### src/rtl/lcd_seq_if.sv
// Request handshake and HD44780 panel pins for the LCD write sequencer.
// master drives requests and observes the panel; slave is the sequencer.
interface lcd_seq_if;
  logic       req_valid_i;
  logic       req_ready_o;
  logic       req_rs_i;
  logic [7:0] req_data_i;
  logic       busy_o;
  logic [7:0] lcd_data_o;
  logic       lcd_en_o;
  logic       lcd_rs_o;
  logic       lcd_rw_o;
  logic       lcd_on_o;

  modport master (
    output req_valid_i,
    output req_rs_i,
    output req_data_i,
    input  req_ready_o,
    input  busy_o,
    input  lcd_data_o,
    input  lcd_en_o,
    input  lcd_rs_o,
    input  lcd_rw_o,
    input  lcd_on_o
  );

  modport slave (
    input  req_valid_i,
    input  req_rs_i,
    input  req_data_i,
    output req_ready_o,
    output busy_o,
    output lcd_data_o,
    output lcd_en_o,
    output lcd_rs_o,
    output lcd_rw_o,
    output lcd_on_o
  );
endinterface

### src/rtl/lcd_seq.sv
// HD44780 write sequencer: setup / EN pulse / hold / execute-wait per byte.
// Define LCD_SEQ_INIT_EN for a power-up wait plus built-in init sequence.
module lcd_seq #(
  parameter int SETUP_CYC    = 2,
  parameter int PULSE_CYC    = 25,
  parameter int HOLD_CYC     = 2,
  parameter int WAIT_CYC     = 2000,
  parameter int CLR_WAIT_CYC = 82000
) (
  input  logic     clk_i,
  input  logic     rst_ni,
  lcd_seq_if.slave bus
);

  localparam int M0 =
    (SETUP_CYC > PULSE_CYC) ? SETUP_CYC : PULSE_CYC;
  localparam int M1 = (M0 > HOLD_CYC) ? M0 : HOLD_CYC;
  localparam int M2 = (M1 > WAIT_CYC) ? M1 : WAIT_CYC;
  localparam int M3 =
    (M2 > CLR_WAIT_CYC) ? M2 : CLR_WAIT_CYC;

`ifdef LCD_SEQ_INIT_EN
  localparam int PWR_CYC = 750000;
  localparam int MAXC = (M3 > PWR_CYC) ? M3 : PWR_CYC;
`else
  localparam int MAXC = M3;
`endif

  localparam int CW = $clog2(MAXC) + 1;

  localparam logic [CW-1:0] S1 = CW'(SETUP_CYC - 1);
  localparam logic [CW-1:0] P1 = CW'(PULSE_CYC - 1);
  localparam logic [CW-1:0] H1 = CW'(HOLD_CYC - 1);
  localparam logic [CW-1:0] W1 = CW'(WAIT_CYC - 1);
  localparam logic [CW-1:0] C1 = CW'(CLR_WAIT_CYC - 1);

`ifdef LCD_SEQ_INIT_EN
  localparam logic [CW-1:0] R1 = CW'(PWR_CYC - 1);

  typedef enum logic [2:0] {
    IDLE, SETUP, PULSE, HOLD, WAIT, PWR, INIT
  } state_t;

  localparam state_t RST_ST = PWR;
`else
  typedef enum logic [2:0] {
    IDLE, SETUP, PULSE, HOLD, WAIT
  } state_t;

  localparam state_t RST_ST = IDLE;
`endif

  state_t        state_q;
  logic [CW-1:0] cnt_q;
  logic          rdy_q;
  logic          busy_q;
  logic          en_q;
  logic          rs_q;
  logic [7:0]    data_q;
  logic          on_q;
  logic          clr_cmd;

  // Clear display (0x01) and return home (0x02/0x03) need the long wait
  assign clr_cmd = !rs_q
                && (data_q[7:2] == 6'd0)
                && (data_q[1:0] != 2'd0);

`ifdef LCD_SEQ_INIT_EN
  logic [1:0] idx_q;
  logic       ini_q;
  logic [7:0] init_cmd;

  always_comb begin
    init_cmd = 8'h38;
    case (idx_q)
      2'd0:    init_cmd = 8'h38;
      2'd1:    init_cmd = 8'h0C;
      2'd2:    init_cmd = 8'h01;
      default: init_cmd = 8'h06;
    endcase
  end
`endif

  always_ff @(posedge clk_i or negedge rst_ni) begin
    if (!rst_ni) begin
      state_q <= RST_ST;
      cnt_q   <= '0;
      rdy_q   <= 1'b0;
      busy_q  <= 1'b0;
      en_q    <= 1'b0;
      rs_q    <= 1'b0;
      data_q  <= 8'h00;
      on_q    <= 1'b0;
`ifdef LCD_SEQ_INIT_EN
      idx_q   <= 2'd0;
      ini_q   <= 1'b1;
`endif
    end else begin
      on_q <= 1'b1;
      case (state_q)
        IDLE: begin
          rdy_q  <= 1'b1;
          busy_q <= 1'b0;
          if (bus.req_valid_i && rdy_q) begin
            rs_q    <= bus.req_rs_i;
            data_q  <= bus.req_data_i;
            cnt_q   <= S1;
            rdy_q   <= 1'b0;
            busy_q  <= 1'b1;
            state_q <= SETUP;
          end
        end
        SETUP: begin
          if (cnt_q == '0) begin
            en_q    <= 1'b1;
            cnt_q   <= P1;
            state_q <= PULSE;
          end else begin
            cnt_q <= cnt_q - CW'(1);
          end
        end
        PULSE: begin
          if (cnt_q == '0) begin
            en_q    <= 1'b0;
            cnt_q   <= H1;
            state_q <= HOLD;
          end else begin
            cnt_q <= cnt_q - CW'(1);
          end
        end
        HOLD: begin
          if (cnt_q == '0) begin
            cnt_q   <= clr_cmd ? C1 : W1;
            state_q <= WAIT;
          end else begin
            cnt_q <= cnt_q - CW'(1);
          end
        end
        WAIT: begin
          if (cnt_q == '0) begin
`ifdef LCD_SEQ_INIT_EN
            if (ini_q) begin
              state_q <= INIT;
            end else begin
              rdy_q   <= 1'b1;
              busy_q  <= 1'b0;
              state_q <= IDLE;
            end
`else
            rdy_q   <= 1'b1;
            busy_q  <= 1'b0;
            state_q <= IDLE;
`endif
          end else begin
            cnt_q <= cnt_q - CW'(1);
          end
        end
`ifdef LCD_SEQ_INIT_EN
        PWR: begin
          busy_q <= 1'b1;
          if (cnt_q == R1) begin
            cnt_q   <= '0;
            state_q <= INIT;
          end else begin
            cnt_q <= cnt_q + CW'(1);
          end
        end
        INIT: begin
          busy_q  <= 1'b1;
          rs_q    <= 1'b0;
          data_q  <= init_cmd;
          cnt_q   <= S1;
          idx_q   <= idx_q + 2'd1;
          state_q <= SETUP;
          if (idx_q == 2'd3) begin
            ini_q <= 1'b0;
          end
        end
`endif
        default: begin
          en_q    <= 1'b0;
          state_q <= IDLE;
        end
      endcase
    end
  end

  assign bus.req_ready_o = rdy_q;
  assign bus.busy_o      = busy_q;
  assign bus.lcd_data_o  = data_q;
  assign bus.lcd_en_o    = en_q;
  assign bus.lcd_rs_o    = rs_q;
  assign bus.lcd_rw_o    = 1'b0;
  assign bus.lcd_on_o    = on_q;

endmodule

### src/flat_wrapper.sv
// flat-port wrapper written by rule: the top's interface ports become plain ports
module lcd_seq_flat 
#(
  parameter int SETUP_CYC    = 2,
  parameter int PULSE_CYC    = 25,
  parameter int HOLD_CYC     = 2,
  parameter int WAIT_CYC     = 2000,
  parameter int CLR_WAIT_CYC = 82000
)
  (clk_i, rst_ni, bus_req_valid_i, bus_req_rs_i, bus_req_data_i, bus_req_ready_o, bus_busy_o, bus_lcd_data_o, bus_lcd_en_o, bus_lcd_rs_o, bus_lcd_rw_o, bus_lcd_on_o);
  lcd_seq_if bus_i ();
  input  logic clk_i;
  input  logic rst_ni;
  input wire logic [$bits(bus_i.req_valid_i)-1:0] bus_req_valid_i;
  input wire logic [$bits(bus_i.req_rs_i)-1:0] bus_req_rs_i;
  input wire logic [$bits(bus_i.req_data_i)-1:0] bus_req_data_i;
  output wire logic [$bits(bus_i.req_ready_o)-1:0] bus_req_ready_o;
  output wire logic [$bits(bus_i.busy_o)-1:0] bus_busy_o;
  output wire logic [$bits(bus_i.lcd_data_o)-1:0] bus_lcd_data_o;
  output wire logic [$bits(bus_i.lcd_en_o)-1:0] bus_lcd_en_o;
  output wire logic [$bits(bus_i.lcd_rs_o)-1:0] bus_lcd_rs_o;
  output wire logic [$bits(bus_i.lcd_rw_o)-1:0] bus_lcd_rw_o;
  output wire logic [$bits(bus_i.lcd_on_o)-1:0] bus_lcd_on_o;
  assign bus_i.req_valid_i = bus_req_valid_i;
  assign bus_i.req_rs_i = bus_req_rs_i;
  assign bus_i.req_data_i = bus_req_data_i;
  assign bus_req_ready_o = bus_i.req_ready_o;
  assign bus_busy_o = bus_i.busy_o;
  assign bus_lcd_data_o = bus_i.lcd_data_o;
  assign bus_lcd_en_o = bus_i.lcd_en_o;
  assign bus_lcd_rs_o = bus_i.lcd_rs_o;
  assign bus_lcd_rw_o = bus_i.lcd_rw_o;
  assign bus_lcd_on_o = bus_i.lcd_on_o;
  lcd_seq #(.SETUP_CYC(SETUP_CYC), .PULSE_CYC(PULSE_CYC), .HOLD_CYC(HOLD_CYC), .WAIT_CYC(WAIT_CYC), .CLR_WAIT_CYC(CLR_WAIT_CYC)) u_core (.clk_i(clk_i), .rst_ni(rst_ni), .bus(bus_i));
endmodule
### config.mk
export PLATFORM = sky130hd
export DESIGN_NAME = lcd_seq_flat
export DESIGN_NICKNAME = d
export VERILOG_FILES = /design/src/rtl/lcd_seq_if.sv /design/src/rtl/lcd_seq.sv /design/src/flat_wrapper.sv
export SDC_FILE = /design/constraint.sdc
export NUM_CORES = 1
export LEC_CHECK = 0
export CAP_MARGIN = 20
export CORE_ASPECT_RATIO = 0.8
export CORE_UTILIZATION = 45
export CTS_CLUSTER_SIZE = 12
export DETAILED_ROUTE_END_ITERATION = 10
export PLACE_DENSITY = 0.68
export SETUP_SLACK_MARGIN = 0.02
export SLEW_MARGIN = 20
export SYNTH_ARGS = -nofsm -noshare
export SYNTH_HDL_FRONTEND = slang
export SYNTH_SLANG_ARGS = --single-unit
### constraint.sdc
create_clock -name clk_i -period 2 [get_ports clk_i]
set_input_delay 0.3 -clock clk_i [delete_from_list [all_inputs] [get_ports clk_i]]
set_output_delay 0.3 -clock clk_i [all_outputs]
set_load 0.05 [all_outputs]
Word level (Yosys, flattened, before mapping)
Index checks and enable logic that the tools add are counted.
{"block": "word_totals", "regBits": 34, "in_bits": 12, "out_inout_bits": 14}
{"block": "op_classes", "addsub": 1, "eq_ne": 10, "mux": 20, "bitwise_logic": 1, "n_reduce_logical": 16}
{"operator": "two-way mux 18 bit", "n": 5}
{"operator": "case mux 18 bit (5 select lines)", "n": 1}
{"operator": "zero test 18 bit", "n": 1}
{"operator": "subtractor 18 x 1 -> 18 bit (second input constant)", "n": 1}
{"operator": "two-way mux 17 bit", "n": 1}
{"operator": "two-way mux 3 bit", "n": 5}
{"operator": "case mux 3 bit (5 select lines)", "n": 1}
{"operator": "!= test 2 x 1 -> 1 bit (second input constant)", "n": 5}
{"operator": "== test 3 x 2 -> 1 bit (second input constant)", "n": 2}
{"operator": "zero test 6 bit", "n": 1}
{"operator": "AND reduction 3 bit", "n": 2}
{"operator": "AND reduction 5 bit", "n": 1}
{"operator": "nonzero test 5 bit", "n": 1}
{"operator": "two-way mux 1 bit", "n": 4}
{"operator": "case mux 1 bit (2 select lines)", "n": 2}
{"operator": "AND reduction 2 bit", "n": 2}
{"operator": "nonzero test 2 bit", "n": 2}
{"operator": "== test 3 x 1 -> 1 bit (second input constant)", "n": 1}
{"operator": "== test 3 bit (second input constant)", "n": 1}
{"operator": "logical AND 1 bit", "n": 3}
{"operator": "zero test 3 bit", "n": 1}
{"operator": "case mux 1 bit (3 select lines)", "n": 1}
{"operator": "OR reduction 3 bit", "n": 1}
{"operator": "!= test 2 bit (second input constant)", "n": 1}
{"operator": "2 further kinds", "n": 2}

Longest topological paths before layout
Gate-level depths: netlist (run 1).
{"block": "logic_depth", "word_depth": 6, "ltp_mapped": 9, "depth_no_buf": 8}

Worst setup path before layout (run 1)
OpenSTA, ideal clock, no wires.
{"block": "synth_timing", "path_type": "register to register", "startpoint": "register u_core.cnt_q[0]", "endpoint": "register u_core.cnt_q[2]", "setup_time_ns": 0.124, "arrival_time_ns": 1.846, "required_ns": 1.876, "setup_slack_ns": 0.030, "path_stages_with_launch": 9, "n_path_buf": 1, "synth_period_minus_slack_ns": 1.970, "cell_sequence": "dfrtp_1 inv_1 ha_1 nor3b_1 and2_4 buf_6 a21o_1 o21ai_1 a211o_1"}
{"block": "synth_between", "elab_chain_len": 3}
{"element": "from (decl)", "line": "lcd_seq.sv:54", "rtl": "logic [CW-1:0] cnt_q;"}
{"element": "from (signal assigned)", "line": "lcd_seq.sv:119", "rtl": "cnt_q <= cnt_q - CW'(1);"}
{"element": "from (signal assigned)", "line": "lcd_seq.sv:128", "rtl": "cnt_q <= cnt_q - CW'(1);"}
{"element": "from (signal assigned)", "line": "lcd_seq.sv:133", "rtl": "cnt_q <= clr_cmd ? C1 : W1;"}
{"element": "subtractor 18 x 1 -> 18 bit or zero test 18 bit (tied branches)"}
{"element": "two-way mux 18 bit, or another cell as far along", "line": "lcd_seq.sv:140", "rtl": "if (cnt_q == '0) begin"}
{"element": "case mux 18 bit (5 select lines) or AND reduction 3 bit (tied branches)"}
Several ways; a longest one is shown, not always the timed one. The select of a mux whose other input is x is not followed.
A chain may end at the register's enable or synchronous reset.

Final worst setup path (run 1)
{"block": "layout_timing", "startpoint": "register u_core.cnt_q[8]", "endpoint": "register u_core.cnt_q[6]"}
{"block": "layout_between", "elab_chain_len": 3}
{"element": "zero test 18 bit *"}
{"element": "two-way mux 18 bit, or another cell as far along", "line": "lcd_seq.sv:132", "rtl": "if (cnt_q == '0) begin"}
{"element": "case mux 18 bit (5 select lines) or AND reduction 3 bit (tied branches)"}
Every way passes the cells marked *; elsewhere a longest branch is shown, timed or not.

==> summary.md, run 1 <==
| Metric | Value |
|---|---|
| Post-synth ARST share | 1.000 |
| Worst Hold Margin | 0.09272 ns |
| Synth Instances | 249 |
| CP Class | reg2reg |
| Share of post-route cells with drive strength above 1 | 0.2375 |
| Fin crit share | 0.9788 |
| Post-synthesis sequential area ratio | 0.3870 |
| First drt pass iteration count | 5 |
| Final wirelength | 6074 um |
| FMAX | 510.8 MHz |
| Max VDD drop | 769.6 uV |
| Hold buffers post-CTS | 0 |
| Drt first-iter violations | 201 |
| Post-route design area | 2824 um^2 |
| Post-synth EDFFs | 0 |
| Final setup margin | 0.04244 ns |
| Max Cap Viol | 0 |
| Area leader, netlist | dfrtp_1 |
| WL/cell | 16.92 um |
| Post-Synthesis Cell Area | 2198 um^2 |
| # nets final | 313 |
| I/O pins | 26 |
| Setup TNS | 0 ns |
| Root Driver | clkbuf_8 |
| Worst Tran Pin Value | 0.7842 ns |
| GR Overflow Total | 0 |
| Clock Latency Late Sink | 0.28 ns |
| Clk sink count | 34 |
| Final number of hold-violating endpoints | 0 |
| Clock-pin slew of the registers on the worst-case setup and hold paths | 0.07 ns |
| # setup viols final | 0 |
| CTS Buf Count | 5 |
| Worst rel slew slack | 0.4772 |
| Primary FF master, synth | dfrtp_1 |
| H-tree level count | 2 |
| Max FO, Critical Path | 6 |
| Worst setup SP type | flip-flop |
| Yosys reg bits | 34 |
| Largest net degree at the start of global routing | 35 |
| Via density | 5.900 |
| Port bufs | 24 |
| Detailed-route via count | 2118 |
| Fin crit period | 1.958 ns |
| Syn nets | 263 |
| Routability cong. | 0.8644 |
| Vias in the first global route | 1872 |
| GRT Resource Usage Total | 0.2490 |
| Layout area overhead | 28.46% |
| Die area | 5171 um^2 |
| CTS tree | yes |
| RSZ-0062 raised after global routing | yes |
| DRC viols | 0 |
| Final Power | 3819 uW |
| Worst hold path type | in2async |
| # diodes | 0 |
| Dpl hpwl | 4362 um |
| CP arrival | 2.13 ns |
| Worst endpoint required time | 2.17 ns |
| Slew Limit Fails | 0 |
| # rows | 22 |
| Dpl cell area | 2673 um^2 |
| Routed Antenna Nets | 0 |
| Top area cells in the synthesized netlist | dfrtp_1, o21ai_0, mux2_2, nor2_1, a21oi_1 |
| Initial core utilization | 0.4726 |
| Bufs on Longest Clock Path | 2 |
| Mean Syn Cell Area | 8.829 um^2 |
| First-pass GRT wire length | 9618 um |
| Die Height | 64.52 um |
| Yosys warning count | 0 |
| Pwr Density | 1352 nW/um^2 |
| Core area | 4652 um^2 |
| Worst Skew | 0.004046 ns |
| Die span in x | 80.15 um |
| CP endpoint kind | flip-flop |
| Count leader, synth | dfrtp_1 |
| Post-synth cell types | 63 |
| Antenna violations before repair | 0 |
| Outcome | complete, no violations |
| Post-synth top cells | dfrtp_1, nor2_1, o21ai_0 |
| Lkg Pwr | 0.001193 uW |
| Dpl ws | 0.009273 ns |
| Share of the synthesized area in the top cell type | 0.3870 |
## what timing repair did
| item | in CTS | in global routing |
|---|---|---|
| buffers inserted | 0 | 3 |
| cloned | 0 | 1 |
| endpoints found under the setup margin | 1 | 14 |
| pin swaps | 0 | 5 |
| gates resized for setup | 1 | 10 |
## kinds of logic (layout without fill, tap and decap cells)
family | after synthesis | after routing | share of synthesized area
AO/OA/AOI/OAI | 78 | 78 | 0.2260
AND/OR/NAND/NOR | 88 | 89 | 0.2197
other | 2 | 2 | 0.003416
flip-flops | 34 | 34 | 0.3870
XOR/XNOR | 9 | 9 | 0.03586
multiplexers | 11 | 11 | 0.05521
buffers and inverters | 25 | 74 | 0.06146
adder cells (fa/ha/maj) | 2 | 2 | 0.01138
## per-stage QoR
step                std cells    util
finish                    359  0.6070
global route              359  0.6070
global placement          348  0.5745
detailed placement        348  0.5745
floorplan                 249       -
CTS                       355  0.5928
## critical path, cell delays in order (launching register included)
cell     delay (ns)
dfrtp_1        0.40
nor4_4         0.38
and4_4         0.34
and2_4         0.21
a21o_1         0.16
o21ai_1        0.06
a221o_1        0.28
## power breakdown
group | internal (uW) | leakage, uW | switching, uW | total (uW)
Clock | 233 | 0.0000438 | 245 | 479
Combinational | 881 | 0.000731 | 1120 | 2010
Sequential | 984 | 0.000418 | 351 | 1340
Total | 2100 | 0.00119 | 1720 | 3820
## cells in the final DEF, fill, tap and decap left out, types with 3 or more instances in the layout
cell type,instances
nor4_1,5
and2_1,3
xnor2_1,3
mux2_2,9
xor2_1,6
dfrtp_1,33
nand2b_1,4
nor2_1,22
o31ai_1,3
buf_4,34
nand4_1,4
nand2_1,16
clkbuf_8,5
nor3_1,9
o21a_1,3
o21ai_1,6
a31oi_1,4
clkdlybuf4s50_1,23
a21oi_1,15
nand3_1,4
o21ai_0,21
inv_1,7
o311ai_1,3
## layer usage
layer / part of all wire / GRT usage
met1: 0.49 / 0.3729
met4: 0.012 / 0.07589
met2: 0.43 / 0.3547
met5: 0 / 0
met3: 0.064 / 0.05211
## final timing paths
| kind | to | startpoint | slack, ns | cells past startpoint |
|---|---|---|---|---|
| setup / recovery | u_core.cnt_q[6] | u_core.cnt_q[8] | 0.04 | 6 |
| hold / removal | u_core.bus.lcd_data_o[7] | rst_ni | 0.09 | 1 |
| setup reg to reg | u_core.cnt_q[6] | u_core.cnt_q[8] | 0.04 | 6 |
| hold reg to reg | u_core.cnt_q[17] | u_core.cnt_q[17] | 0.51 | 1 |
| max in group asynchronous | u_core.cnt_q[4] | rst_ni | 1.36 | 1 |
| min in group clk_i | u_core.cnt_q[17] | u_core.cnt_q[17] | 0.51 | 1 |
## flip-flops by register name, indices dropped and copies added, names as in the netlist
register	flops
u_core.cnt_q	18
u_core.bus.lcd_rs_o	1
u_core.bus.lcd_on_o	1
u_core.bus.req_ready_o	1
u_core.bus.busy_o	1
u_core.state_q	3
u_core.bus.lcd_data_o	8
u_core.bus.lcd_en_o	1
## final cells by class
class / instances / area [um^2]
clock inverters: 2 / 10.01
clock buffers: 5 / 68.82
flip-flops and latches: 34 / 852.1
fillers: 397 / 1828
inverters: 7 / 26.28
multi-input cells: 191 / 1261
well taps: 60 / 75.07
repair buffers: 60 / 530.5
(Power assumes the default switching activity.)
==> run 2, diff against run 1 <==
--- a/config.mk
+++ b/config.mk
@@ -8,6 +8,7 @@
 export CAP_MARGIN = 20
 export CORE_ASPECT_RATIO = 0.8
 export CORE_UTILIZATION = 45
+export CTS_BUF_LIST = sky130_fd_sc_hd__clkbuf_16
 export CTS_CLUSTER_SIZE = 12
 export DETAILED_ROUTE_END_ITERATION = 10
 export PLACE_DENSITY = 0.68
==> summary.md, run 2 (synthesized netlist as in run 1, its figures left out) <==
| Metric | Value |
|---|---|
| Outcome | complete, no violations |
| Max FO, Critical Path | 4 (-2) |
| Die area | 5171 um^2 (unchanged) |
| Max reg flops | 18 (unchanged) |
| Vias in the first global route | 1869 (-0.16%) |
| Inst Count DP | 348 (unchanged) |
| CP endpoint kind | flip-flop |
| Root Driver | clkbuf_16 |
| Largest net degree at the start of global routing | 35 (unchanged) |
| Share of post-route cells with drive strength above 1 | 0.2400 (+0.002542) |
| I/O pins | 26 (unchanged) |
| Fin crit share | 0.9767 (-0.002061) |
| # setup viols final | 0 (unchanged) |
| Worst rel slew slack | 0.4819 (+0.004711) |
| FMAX | 511.9 MHz (+0.21%) |
| Slew Limit Fails | 0 (unchanged) |
| Drt first-iter violations | 184 (-8.5%) |
| # rows | 22 (unchanged) |
| Die span in x | 80.15 um (unchanged) |
| Clock power frac | 0.177 (+0.052) |
| Routability cong. | 0.8644 (unchanged) |
| Port bufs | 24 (unchanged) |
| Most common cell after layout, fill and taps aside | buf_4 |
| H-tree level count | 2 (unchanged) |
| Worst Skew | 0.002834 ns (-0.001212 ns) |
| Initial core utilization | 0.4726 (unchanged) |
| RSZ-0062 raised after global routing | yes |
| Sw Ratio | 0.4298 (-0.02082) |
| Core area | 4652 um^2 (unchanged) |
| Biggest register | u_core.cnt_q |
| Layout area overhead | 31.25% |
| Int Pwr | 2312 uW (+10%) |
| CTS tree | yes |
| WL/cell | 16.96 um (+0.25%) |
| Bufs on Longest Clock Path | 2 (unchanged) |
| Setup slack, reg-to-reg | 0.05 ns (about the same) |
| Most frequent cells in the layout | buf_4, dfrtp_1, clkdlybuf4s50_1, nor2_1, o21ai_0 |
| Worst hold path type | in2async |
| Dpl hpwl | 4362 um (unchanged) |
| Routed Antenna Nets | 0 (unchanged) |
| Max Cap Viol | 0 (unchanged) |
| Clk sink count | 34 (unchanged) |
| CTS Buf Count | 5 (unchanged) |
| Finished Layout Cells | 360 (+0.28%) |
| CP arrival | 2.11 ns (-0.02 ns) |
| # diodes | 0 (unchanged) |
| CP Class | reg2reg |
| DRC viols | 0 (unchanged) |
| Fin crit period | 1.953 ns (-0.004121 ns) |
| Worst endpoint required time | 2.16 ns (about the same) |
| Worst setup SP type | flip-flop |
| GR Overflow Total | 0 (unchanged) |
| Flop pwr share | 0.330 (-0.020) |
| Detailed-route via count | 2109 (-0.42%) |
| First-pass GRT wire length | 9632 um (+0.15%) |
| Clock Latency Late Sink | 0.28 ns (about the same) |
| First drt pass iteration count | 5 (unchanged) |
| Final number of hold-violating endpoints | 0 (unchanged) |
| Comb pwr share | 0.492 (-0.033) |
| Max VDD drop | 1056 uV (+37%) |
| NetSw | 1743 uW (+1.3%) |
| Lkg Pwr | 0.001223 uW (+2.5%) |
| Final wirelength | 6106 um (+0.53%) |
| GRT Resource Usage Total | 0.2503 (+0.001280) |
| Antenna violations before repair | 0 (unchanged) |
| Worst Tran Pin Value | 0.7771 ns (-0.007066 ns) |
| Pwr Density | 1405 nW/um^2 (+3.9%) |
| Clock-pin slew of the registers on the worst-case setup and hold paths | 0.05 ns (-0.02 ns) |
| Setup TNS | 0 ns (unchanged) |
| Worst Hold Margin | 0.1055 ns (+0.01279 ns) |
| Die Height | 64.52 um (unchanged) |
| # nets final | 314 (+0.32%) |
| Via density | 5.858 (-0.70%) |
[run 2: worst max-delay path, cell delays in order (launching register included)]
cell      delay (ns)
dfrtp_1         0.40
nor4_4          0.37
buf_4           0.19
nand4_1         0.15
or2_1           0.30
o311ai_1        0.24
o21a_1          0.15
o21ai_1         0.05
[run 2: worst paths after layout]
kind,cells after the start,startpoint,endpoint
worst max-delay path,7,u_core.cnt_q[8],u_core.cnt_q[13]
worst min-delay path,1,rst_ni,u_core.bus.lcd_data_o[7]
worst max register to register,7,u_core.cnt_q[8],u_core.cnt_q[13]
worst min register to register,1,u_core.cnt_q[17],u_core.cnt_q[17]
max in group asynchronous,1,rst_ni,u_core.cnt_q[4]
min in group clk_i,1,u_core.cnt_q[17],u_core.cnt_q[17]
[run 2: repair_timing]
action,4_1_cts,5_1_grt
hold buffers,0,0
pin swaps,0,5
setup endpoints to repair,1,14
gates resized for setup,1,10
gates cloned,0,1
buffers inserted,0,4
[run 2: final cells by class]
class / instances / area, um^2
clock inverters: 2 / 10.01
repair buffers: 61 / 538.0
clock buffers: 5 / 125.1
multi-input cells: 191 / 1259
inverters: 7 / 26.28
well taps: 60 / 75.07
flip-flops and latches: 34 / 852.1
fillers: 391 / 1767
[run 2: power groups by stage]
stage | Clock (uW) | Combinational [uW] | Sequential [uW]
2_1_floorplan | 0 | 889 | 1660
3_3_place_gp | 0 | 1880 | 1310
3_5_place_dp | 0 | 1900 | 1310
4_1_cts | 740 | 1920 | 1310
5_1_grt | 772 | 2140 | 1380
6_report | 719 | 2000 | 1340
[run 2: metal layers]
metal | global-route usage | part of all wire
met1 | 0.3776 | 0.50
met2 | 0.3526 | 0.43
met3 | 0.05634 | 0.058
met4 | 0.07143 | 0.014
met5 | 0 | 0
[run 2: stage by stage]
step	area [um^2]	util	power, uW	setup slack (ns)
after global routing	2885	0.6202	4292	-0.03751
after global placement	2673	0.5745	3184	0.03871
after floorplan	2198	-	2545	0.03009
final	2885	0.6202	4055	0.04657
after detailed placement	2673	0.5745	3216	0.009273
after CTS	2814	0.6049	3962	0.02599
==> run 3, diff against run 2 <==
--- a/config.mk
+++ b/config.mk
@@ -11,7 +11,7 @@
 export CTS_BUF_LIST = sky130_fd_sc_hd__clkbuf_16
 export CTS_CLUSTER_SIZE = 12
 export DETAILED_ROUTE_END_ITERATION = 10
-export PLACE_DENSITY = 0.68
+export PLACE_DENSITY = 0.65
 export SETUP_SLACK_MARGIN = 0.02
 export SLEW_MARGIN = 20
 export SYNTH_ARGS = -nofsm -noshare
==> constraint.sdc (replaced) <==
create_clock -name clk_i -period 1.8 [get_ports clk_i]
set_input_delay 0.27 -clock clk_i [delete_from_list [all_inputs] [get_ports clk_i]]
set_output_delay 0.27 -clock clk_i [all_outputs]
set_load 0.05 [all_outputs]
==> summary.md, run 3 (synthesized netlist as in run 1, its figures left out) <==
| Metric | Value |
|---|---|
| Outcome | finished, violations left |
| Failing checks | negative setup slack |
| First-pass GRT wire length | 11210 um (+16%) |
| Initial core utilization | 0.4726 (unchanged) |
| Final number of hold-violating endpoints | 0 (unchanged) |
| Via density | 5.829 (-0.49%) |
| Detailed-route via count | 2256 (+7.0%) |
| Slew Limit Fails | 0 (unchanged) |
| Share of post-route cells with drive strength above 1 | 0.4098 (+0.1698) |
| Worst setup SP type | flip-flop |
| Fillers | 342 (-13%) |
| GRT Resource Usage Total | 0.2956 (+0.04527) |
| Fin crit share | 1.082 (+0.1057) |
| Area of the multi-input gates | 1458 um^2 (+16%) |
| Routed Antenna Nets | 0 (unchanged) |
| Most common cell after layout, fill and taps aside | buf_4 |
| Lkg Pwr | 0.001426 uW (+17%) |
| Inst Count DP | 367 (+5.5%) |
| Register area | 853.3 um^2 (+0.15%) |
| # rows | 22 (unchanged) |
| Drt first-iter violations | 207 (+13%) |
| Final wirelength | 7162 um (+17%) |
| Largest net degree at the start of global routing | 28 (-20%) |
| FMAX | 513.3 MHz (+0.26%) |
| Fin crit period | 1.948 ns (-0.005150 ns) |
| Max Cap Viol | 0 (unchanged) |
| # diodes | 0 (unchanged) |
| # nets final | 340 (+8.3%) |
| CP Class | reg2reg |
| Port bufs | 24 (unchanged) |
| Max reg flops | 18 (unchanged) |
| Most frequent cells in the layout | buf_4, dfrtp_1, clkdlybuf4s50_1, nor2_1, nand2_1 |
| CTS tree | yes |
| Layout area overhead | 53.84% |
| Pwr Density | 1580 nW/um^2 (+12%) |
| H-tree level count | 2 (unchanged) |
| CP arrival | 2.12 ns (about the same) |
| Worst Skew | 0.002496 ns (-0.0003379 ns) |
| Post-layout util | 0.7270 (+0.1068) |
| Antenna violations before repair | 0 (unchanged) |
| Root Driver | clkbuf_16 |
| Die span in x | 80.15 um (unchanged) |
| Die area | 5171 um^2 (unchanged) |
| I/O pins | 26 (unchanged) |
| Die Height | 64.52 um (unchanged) |
| Worst endpoint required time | 1.97 ns (-0.19 ns) |
| Worst hold path type | in2async |
| Clock Latency Late Sink | 0.28 ns (about the same) |
| CP endpoint kind | flip-flop |
| Dpl hpwl | 4805 um (+10%) |
| Routability cong. | 0.8947 (+3.5%) |
| Final setup margin | -0.1483 ns (-0.1949 ns) |
| WL/cell | 18.51 um (+9.1%) |
| RSZ-0062 raised after global routing | yes |
| DRC viols | 0 (unchanged) |
| Core area | 4652 um^2 (unchanged) |
| CTS Buf Count | 5 (unchanged) |
| Clock-pin slew of the registers on the worst-case setup and hold paths | 0.06 ns (about the same) |
| Dpl ws | -0.3068 ns (-0.3161 ns) |
| First drt pass iteration count | 5 (unchanged) |
| Max FO, Critical Path | 5 (+1) |
| Vias in the first global route | 2204 (+18%) |
| Max VDD drop | 1258 uV (+19%) |
| Clk sink count | 34 (unchanged) |
| Worst Tran Pin Value | 0.5050 ns (-0.2721 ns) |
| Biggest register | u_core.cnt_q |
| Worst rel slew slack | 0.6623 (+0.1804) |
| Bufs on Longest Clock Path | 2 (unchanged) |
| GR Overflow Total | 0 (unchanged) |
| # setup viols final | 20 (+20) |
| Finished Layout Cells | 387 (+7.5%) |
## run 3: final timing paths
path	cells past startpoint	start	slack, ns	to
max in group asynchronous	3	rst_ni	0.83	u_core.cnt_q[0]
min in group clk_i	1	u_core.bus.lcd_data_o[1]	0.53	u_core.bus.lcd_data_o[1]
worst max-delay path	6	u_core.cnt_q[4]	-0.15	u_core.cnt_q[13]
worst min register to register	1	u_core.bus.lcd_data_o[1]	0.53	u_core.bus.lcd_data_o[1]
worst max register to register	6	u_core.cnt_q[4]	-0.15	u_core.cnt_q[13]
worst min-delay path	2	rst_ni	0.35	u_core.cnt_q[10]
## run 3: area by class of cell
| type | instances | area share |
|---|---|---|
| Multi-Input combinational cell | 190 | 0.4310 |
| Inverter | 7 | 0.008509 |
| Sequential cell | 34 | 0.2523 |
| Tap cell | 60 | 0.02220 |
| Clock buffer | 5 | 0.03700 |
| Timing Repair Buffer | 88 | 0.2286 |
| Clock inverter | 3 | 0.02035 |
## run 3: layer usage
layer  GRT usage  up-vias  share of wire
met2      0.4605       96           0.47
met1      0.3921     1082           0.45
li1            -     1062              -
met5           0        -              0
met4      0.1004        0          0.018
met3     0.08451       16          0.063
## run 3: repair_timing
item / in CTS / in global routing
gates cloned: 0 / 0
endpoints found under the setup margin: 20 / 24
hold buffers: 1 / 0
hold endpoints to repair: 7 / 0
pin swaps: 9 / 19
setup buffers: 6 / 5
resized for setup: 21 / 44
## run 3: per-stage QoR
step,power [uW],instance area (um^2),setup TNS (ns),hold slack [ns]
6_report,5343,3382,-1.420,0.3519
5_1_grt,5616,3382,-3.254,0.3825
4_1_cts,5115,3169,-0.5480,0.3596
3_5_place_dp,3838,2855,-3.179,0.1215
3_3_place_gp,3799,2855,-2.828,0.1187
2_1_floorplan,2917,2246,-0.02550,-0.02559
## run 3: critical path, stage by stage, from the launching register on
cell and delay [ns]:
dfrtp_2 0.48, nor4_4 0.36, nand4_1 0.26, or2_4 0.32
o311ai_2 0.21, o21a_1 0.15, o21ai_1 0.05
## run 3: power breakdown
group | leakage (uW) | internal, uW | switching (uW)
sequential | 0.000417 | 1100 | 334
clock | 0.0000940 | 796 | 353
combinational | 0.000915 | 1240 | 1520
total | 0.00143 | 3130 | 2210
